<file path="src/rtl/uart_rx_core.sv">
// uart_rx_core: 16x-oversampled 8N1 UART receiver feeding a valid/ready holding register.
// Define UART_RX_PARITY_EN to receive 8E1 frames and report parity errors on parity_err.
module uart_rx_core #(
  parameter int unsigned clk_freq = 32000000,
  parameter int unsigned baudrate = 9600
) (
  input  logic       clk,
  input  logic       reset,
  input  logic       rx,
  output logic [7:0] rx_data,
  output logic       rx_valid,
  input  logic       rx_ready,
  output logic       frame_err,
  output logic       overrun,
  output logic       parity_err
);

  localparam int unsigned   DIV       = clk_freq / (baudrate * 16);
  localparam int unsigned   PW        = (DIV > 1) ? $clog2(DIV) : 1;
  localparam logic [PW-1:0] PRESC_MAX = PW'(DIV - 1);

  localparam logic [2:0] ST_IDLE   = 3'd0;
  localparam logic [2:0] ST_START  = 3'd1;
  localparam logic [2:0] ST_DATA   = 3'd2;
`ifdef UART_RX_PARITY_EN
  localparam logic [2:0] ST_PARITY = 3'd3;
`endif
  localparam logic [2:0] ST_STOP   = 3'd4;
  localparam logic [2:0] ST_BREAK  = 3'd5;

  logic          rx_meta_q, rx_s_q, rx_prev_q;
  logic [1:0]    sync_live_q;
  logic          fall_edge;

  logic [2:0]    state_q, state_d;
  logic [PW-1:0] presc_q, presc_d;
  logic [3:0]    sub_q, sub_d;
  logic [2:0]    bit_idx_q, bit_idx_d;
  logic [7:0]    shift_q, shift_d;
  logic [7:0]    data_q, data_d;
  logic          valid_q, valid_d;
  logic          ferr_q, ferr_d;
  logic          ovr_q, ovr_d;
  logic          tick, mid_bit, byte_ok;
`ifdef UART_RX_PARITY_EN
  logic          par_bit_q, par_bit_d;
  logic          perr_q, perr_d;
  logic          parity_bad;

  assign parity_bad = par_bit_q ^ (^shift_q);
`endif

  always_ff @(posedge clk or posedge reset) begin
    if (reset) begin
      rx_meta_q   <= 1'b1;
      rx_s_q      <= 1'b1;
      rx_prev_q   <= 1'b0;
      sync_live_q <= 2'b00;
    end else begin
      // NOTE: non-blocking assignments make each flop take its pre-edge input, so the chain advances one stage per clock.
      rx_meta_q   <= rx;
      rx_s_q      <= rx_meta_q;
      rx_prev_q   <= rx_s_q & sync_live_q[1];
      sync_live_q <= {sync_live_q[0], 1'b1};
    end
  end

  // rx_prev_q only tracks real line samples, so a line held low through reset never looks like a start edge.
  assign fall_edge = rx_prev_q & ~rx_s_q;
  assign tick      = (presc_q == PRESC_MAX);
  assign mid_bit   = tick && (sub_q == 4'd15);

  always_comb begin
    // NOTE: every _d starts from a hold/default value; a path that skipped one would infer a latch.
    state_d   = state_q;
    presc_d   = tick ? '0 : presc_q + 1'b1;
    sub_d     = tick ? sub_q + 4'd1 : sub_q;
    bit_idx_d = bit_idx_q;
    shift_d   = shift_q;
    ferr_d    = 1'b0;
    byte_ok   = 1'b0;
`ifdef UART_RX_PARITY_EN
    par_bit_d = par_bit_q;
    perr_d    = 1'b0;
`endif
    case (state_q)
      ST_IDLE: begin
        if (fall_edge) begin
          state_d = ST_START;
          presc_d = '0;
          sub_d   = '0;
        end
      end
      ST_START: begin
        if (tick && (sub_q == 4'd7)) begin
          if (rx_s_q) begin
            state_d = ST_IDLE;
          end else begin
            state_d   = ST_DATA;
            sub_d     = '0;
            bit_idx_d = '0;
          end
        end
      end
      ST_DATA: begin
        if (mid_bit) begin
          shift_d   = {rx_s_q, shift_q[7:1]};
          bit_idx_d = bit_idx_q + 3'd1;
          if (bit_idx_q == 3'd7) begin
`ifdef UART_RX_PARITY_EN
            state_d = ST_PARITY;
`else
            state_d = ST_STOP;
`endif
          end
        end
      end
`ifdef UART_RX_PARITY_EN
      ST_PARITY: begin
        if (mid_bit) begin
          par_bit_d = rx_s_q;
          state_d   = ST_STOP;
        end
      end
`endif
      ST_STOP: begin
        if (mid_bit) begin
`ifdef UART_RX_PARITY_EN
          perr_d  = parity_bad;
          byte_ok = rx_s_q & ~parity_bad;
`else
          byte_ok = rx_s_q;
`endif
          if (rx_s_q) begin
            state_d = ST_IDLE;
          end else begin
            ferr_d  = 1'b1;
            state_d = ST_BREAK;
          end
        end
      end
      ST_BREAK: begin
        if (rx_s_q) state_d = ST_IDLE;
      end
      default: state_d = ST_IDLE;
    endcase
  end

  // A completion in the same cycle as an acceptance refills the register instead of overrunning.
  always_comb begin
    data_d  = data_q;
    valid_d = valid_q & ~rx_ready;
    ovr_d   = 1'b0;
    if (byte_ok) begin
      if (!valid_q || rx_ready) begin
        data_d  = shift_q;
        valid_d = 1'b1;
      end else begin
        ovr_d = 1'b1;
      end
    end
  end

  always_ff @(posedge clk or posedge reset) begin
    if (reset) begin
      state_q   <= ST_IDLE;
      presc_q   <= '0;
      sub_q     <= '0;
      bit_idx_q <= '0;
      shift_q   <= '0;
      data_q    <= '0;
      valid_q   <= 1'b0;
      ferr_q    <= 1'b0;
      ovr_q     <= 1'b0;
`ifdef UART_RX_PARITY_EN
      par_bit_q <= 1'b0;
      perr_q    <= 1'b0;
`endif
    end else begin
      state_q   <= state_d;
      presc_q   <= presc_d;
      sub_q     <= sub_d;
      bit_idx_q <= bit_idx_d;
      shift_q   <= shift_d;
      data_q    <= data_d;
      valid_q   <= valid_d;
      ferr_q    <= ferr_d;
      ovr_q     <= ovr_d;
`ifdef UART_RX_PARITY_EN
      par_bit_q <= par_bit_d;
      perr_q    <= perr_d;
`endif
    end
  end

  assign rx_data   = data_q;
  assign rx_valid  = valid_q;
  assign frame_err = ferr_q;
  assign overrun   = ovr_q;
`ifdef UART_RX_PARITY_EN
  assign parity_err = perr_q;
`else
  assign parity_err = 1'b0;
`endif

endmodule

</file>
<file path="config.mk">
export PLATFORM = sky130hd
export DESIGN_NAME = uart_rx_core
export DESIGN_NICKNAME = d
export VERILOG_FILES = /design/src/rtl/uart_rx_core.sv
export SDC_FILE = /design/constraint.sdc
export NUM_CORES = 1
export LEC_CHECK = 0
export ABC_CLOCK_PERIOD_IN_PS = 3500
export CORE_ASPECT_RATIO = 1.25
export CORE_MARGIN = 2
export CORE_UTILIZATION = 40
export CTS_CLUSTER_DIAMETER = 80
export DETAILED_ROUTE_END_ITERATION = 16
export MAX_ROUTING_LAYER = met4
export SYNTH_ARGS = -nofsm -noshare
export SYNTH_HDL_FRONTEND = slang
export SYNTH_SLANG_ARGS = --single-unit
export TNS_END_PERCENT = 20
</file>
<file path="constraint.sdc">
create_clock -name clk -period 3.5 [get_ports clk]
set_clock_uncertainty 0.05 [all_clocks]
set_input_delay 0.7 -clock clk [delete_from_list [all_inputs] [get_ports clk]]
set_output_delay 0.7 -clock clk [all_outputs]
set_load 0.1 [all_outputs]
</file>
==> results.md <==
- CTS sink count: 42
- Unique cell type count in the Yosys netlist: 43
- Grt ovf: 0
- Critical path required time: approximately 2800 ps
- Post-synth top cells: dfrtp_1, mux2_2, nor2_1
- Time the final worst path needs with I/O delays and setup: between 2000 and 3000 ps
- Static leakage: between 0.9 and 1 nW
- Post-synth net total: 170
- Longest Clk Path Bufs: 2
- Die Area: about 5400 µm²
- Routed via count: 1224
- Delay of the slowest cell on the worst path: 1130 ps
- Remaining antenna violation count: 0
- Number of instances in the synthesized netlist: ~160
- Antenna cells: 0
- Average routed wire per standard cell: around 14 µm
- Final Cycle Share: 0.725
- Initial antenna violation count: 0
- Worst IR drop on VDD: about 0.24 mV
- Fraction of final layout cells sized beyond drive strength 1: 0.184
- DIE WIDTH: 65.9 µm
- CP Data Arrival Time: ~1800 ps
- Most common flop cell mapped by yosys: dfrtp_1
- DRC marker count from the first detailed-route iteration: 51
- Area growth from synthesis to final layout: 15.3%
- Met2 track utilization from global routing: 0.242
- Max-Cap Viols: 0
- Worst-case headroom to the max-slew limit: 0.351
- Total of cells resized after clock tree synthesis: 0
- Number of search-and-repair iterations in the first detailed-routing pass: 4
- Placeable core region: about 4700 µm²
- Cell family contributing the most delay on the critical path: buffers and inverters
- Proportion of netlist area held by the largest area contributor: 0.522
- Number of inserted filler cells in the final layout: ~430
- Type of the worst setup path: flop to output pin
- Maximum number of pins on one net before global-route repair: 26
- Overall die height: a little over 80 µm
- Met3 Resource Use GR: 0.0329
- Cell type with the highest aggregate area in the netlist: dfrtp_1
- HPWL after DPL: 2390 µm
- Count of warnings emitted by yosys: 0
- Nature of the critical path endpoint: output pin
- Critical path cell sequence: clkdlybuf4s50_1
- Final Hold Violating Endpoints: 0
- Number of hold buffers added after cts: 0
- Global-route layer with the greatest usage: met2
- Sum of buffers and inverters on the critical path: 1
- Met1 track demand over resource in global routing: 0.168
- Crit path max-delay cell type: clkdlybuf4s50_1
- Fraction of registers with async set/reset: 1.00
- Initial core utilization: 0.412
- Summed negative setup slack over all endpoints: 0 ps
- Top cells by area, synth: dfrtp_1, mux2_2, dfstp_2
- Area occupied by multi-input gates: around 810 µm²
- Syn avg cell area: between 10 and 15 µm²
- Total routed wirelength: approximately 3300 µm
- Worst slew pin tran: slightly below 1000 ps
- Sort of element at the start of the critical path: flop
- TritonCTS clock tree: built
- IO Pins: 16
- # port buffers: 14
- Hold Crit Class: flop to flop
- Number of global-route vias before repair: roughly 1200
- Count of H-tree levels built during CTS: 2
- Register cell area after layout: approximately 1100 µm²
- Maximum fanout count along the critical path: 2
- Overall routing resource usage: 0.146
- Clock latency on the worst-skew pair: between 200 and 300 ps
- Cts bufs inserted: 5
- Number of max-slew violations in the final report: 0
- CTS Root Buffer Type: clkbuf_8
- GPL Wtd Cong: slightly above 0.9
- Run status: completed
- Synth Cell Area: around 1900 µm²
- Vias/cell: roughly 5.1
- Number of enable-type register cells in the synthesized netlist: 0
- Part of the Yosys area used for sequential elements: 0.549
- Setup violations, final: 0
- Most numerous cell in the Yosys netlist: dfrtp_1
- Global-route wire length before repair: 5750 µm
- Buffer count from post-CTS setup fixing: 0
- Final #Nets: about 190
- Flip-flop and latch count after synthesis: 42
- DRC violations left: 0
- Unrepaired setup endpoints after global routing: false
- Worst slack after detailed placement: around 1000 ps
- Fmax achieved: just under 0.4 GHz
- Number of cell rows: 28
- PwrDens: between 400 and 500 nW/µm²
- Clock transition at the registers of the reported paths: 80 ps
- Min setup slack post-route: between 900 and 1000 ps
-- cell type report --
| class | count | share of cell area |
|---|---|---|
| flip-flops and latches | 42 | 0.477 |
| clock buffers | 6 | 0.0328 |
| repair buffers | 15 | 0.0668 |
| clock inverters | 2 | 0.0170 |
| inverters | 3 | 0.00509 |
| well taps | 60 | 0.0340 |
| multi-input cells | 111 | 0.368 |
-- per-layer routing --
metal,wire length (µm),vias up
met1,1370,602
met4,64,0
met5,0,-
li1,-,596
met2,1750,19
met3,109,7
-- power breakdown --
part	internal (mW)	leakage [nW]	switching, mW
clock network	0.213	0.0514	0.160
registers	0.530	0.559	0.0513
logic	0.0707	0.381	0.0767
-- placed cells by master, fill, tap and decap left out, drive strengths merged, types with 3 or more instances in the layout --
cell type	synthesis	layout
dfrtp	40	40
mux2	16	16
nor2	14	14
clkdlybuf4s50	0	14
nand2	13	13
nand3	10	10
clkbuf	1	6
nor3	6	6
o21ai	5	5
xnor2	5	5
nand2b	4	4
xor2	4	4
ha	4	4
and3	3	3
inv	3	3
nand4	3	3
-- metrics by stage --
stage                util  hold slack [ps]  cell area, µm²  power [mW]  std cells
floorplan               -              281            1920       0.702        162
global placement    0.451              284            2100       0.728        231
detailed placement  0.451              288            2100       0.740        231
CTS                 0.474              308            2210        1.12        239
global route        0.474              317            2210        1.17        239
finish              0.474              304            2210        1.10        239
-- worst reg2reg max path: stages (launching register included) --
cell	delay [ps]
dfrtp_1	510
or3b_4	460
nor4_4	630
mux2_2	410
-- state kept, by name, indices dropped and copies added (netlist names) --
register	flops
rx_meta_q	1
overrun	1
shift_q	8
state_q	3
sync_live_q	2
rx_s_q	1
frame_err	1
presc_q	8
rx_data	8
bit_idx_q	3
rx_valid	1
rx_prev_q	1
sub_q	4
-- final timing paths --
| check | from | endpoint | cells past startpoint | slack (ps) |
|---|---|---|---|---|
| min in group asynchronous | reset | shift_q[7] | 2 | 730 |
| max in group asynchronous | reset | sub_q[0] | 3 | 1900 |
| worst min-delay path | sync_live_q[0] | sync_live_q[1] | 0 | 300 |
| worst max-delay path | rx_data[6] | rx_data[6] | 1 | 960 |
| worst max register to register | state_q[2] | shift_q[6] | 3 | 1330 |
| worst min register to register | sync_live_q[0] | sync_live_q[1] | 0 | 300 |
-- kinds of logic (layout without fill, tap and decap cells) --
kind of cell / after synthesis / after routing / share of synthesized area
AOI/OAI and AO/OA: 16 / 16 / 0.0581
xor gates and xnor gates: 9 / 9 / 0.0411
adders and majority gates: 4 / 4 / 0.0261
buffers and inverters: 9 / 26 / 0.0267
DFF: 42 / 42 / 0.549
muxes: 16 / 16 / 0.0939
other: 2 / 2 / 0.00392
and+or+nand+nor: 64 / 64 / 0.201
(Power assumes the default switching activity.)
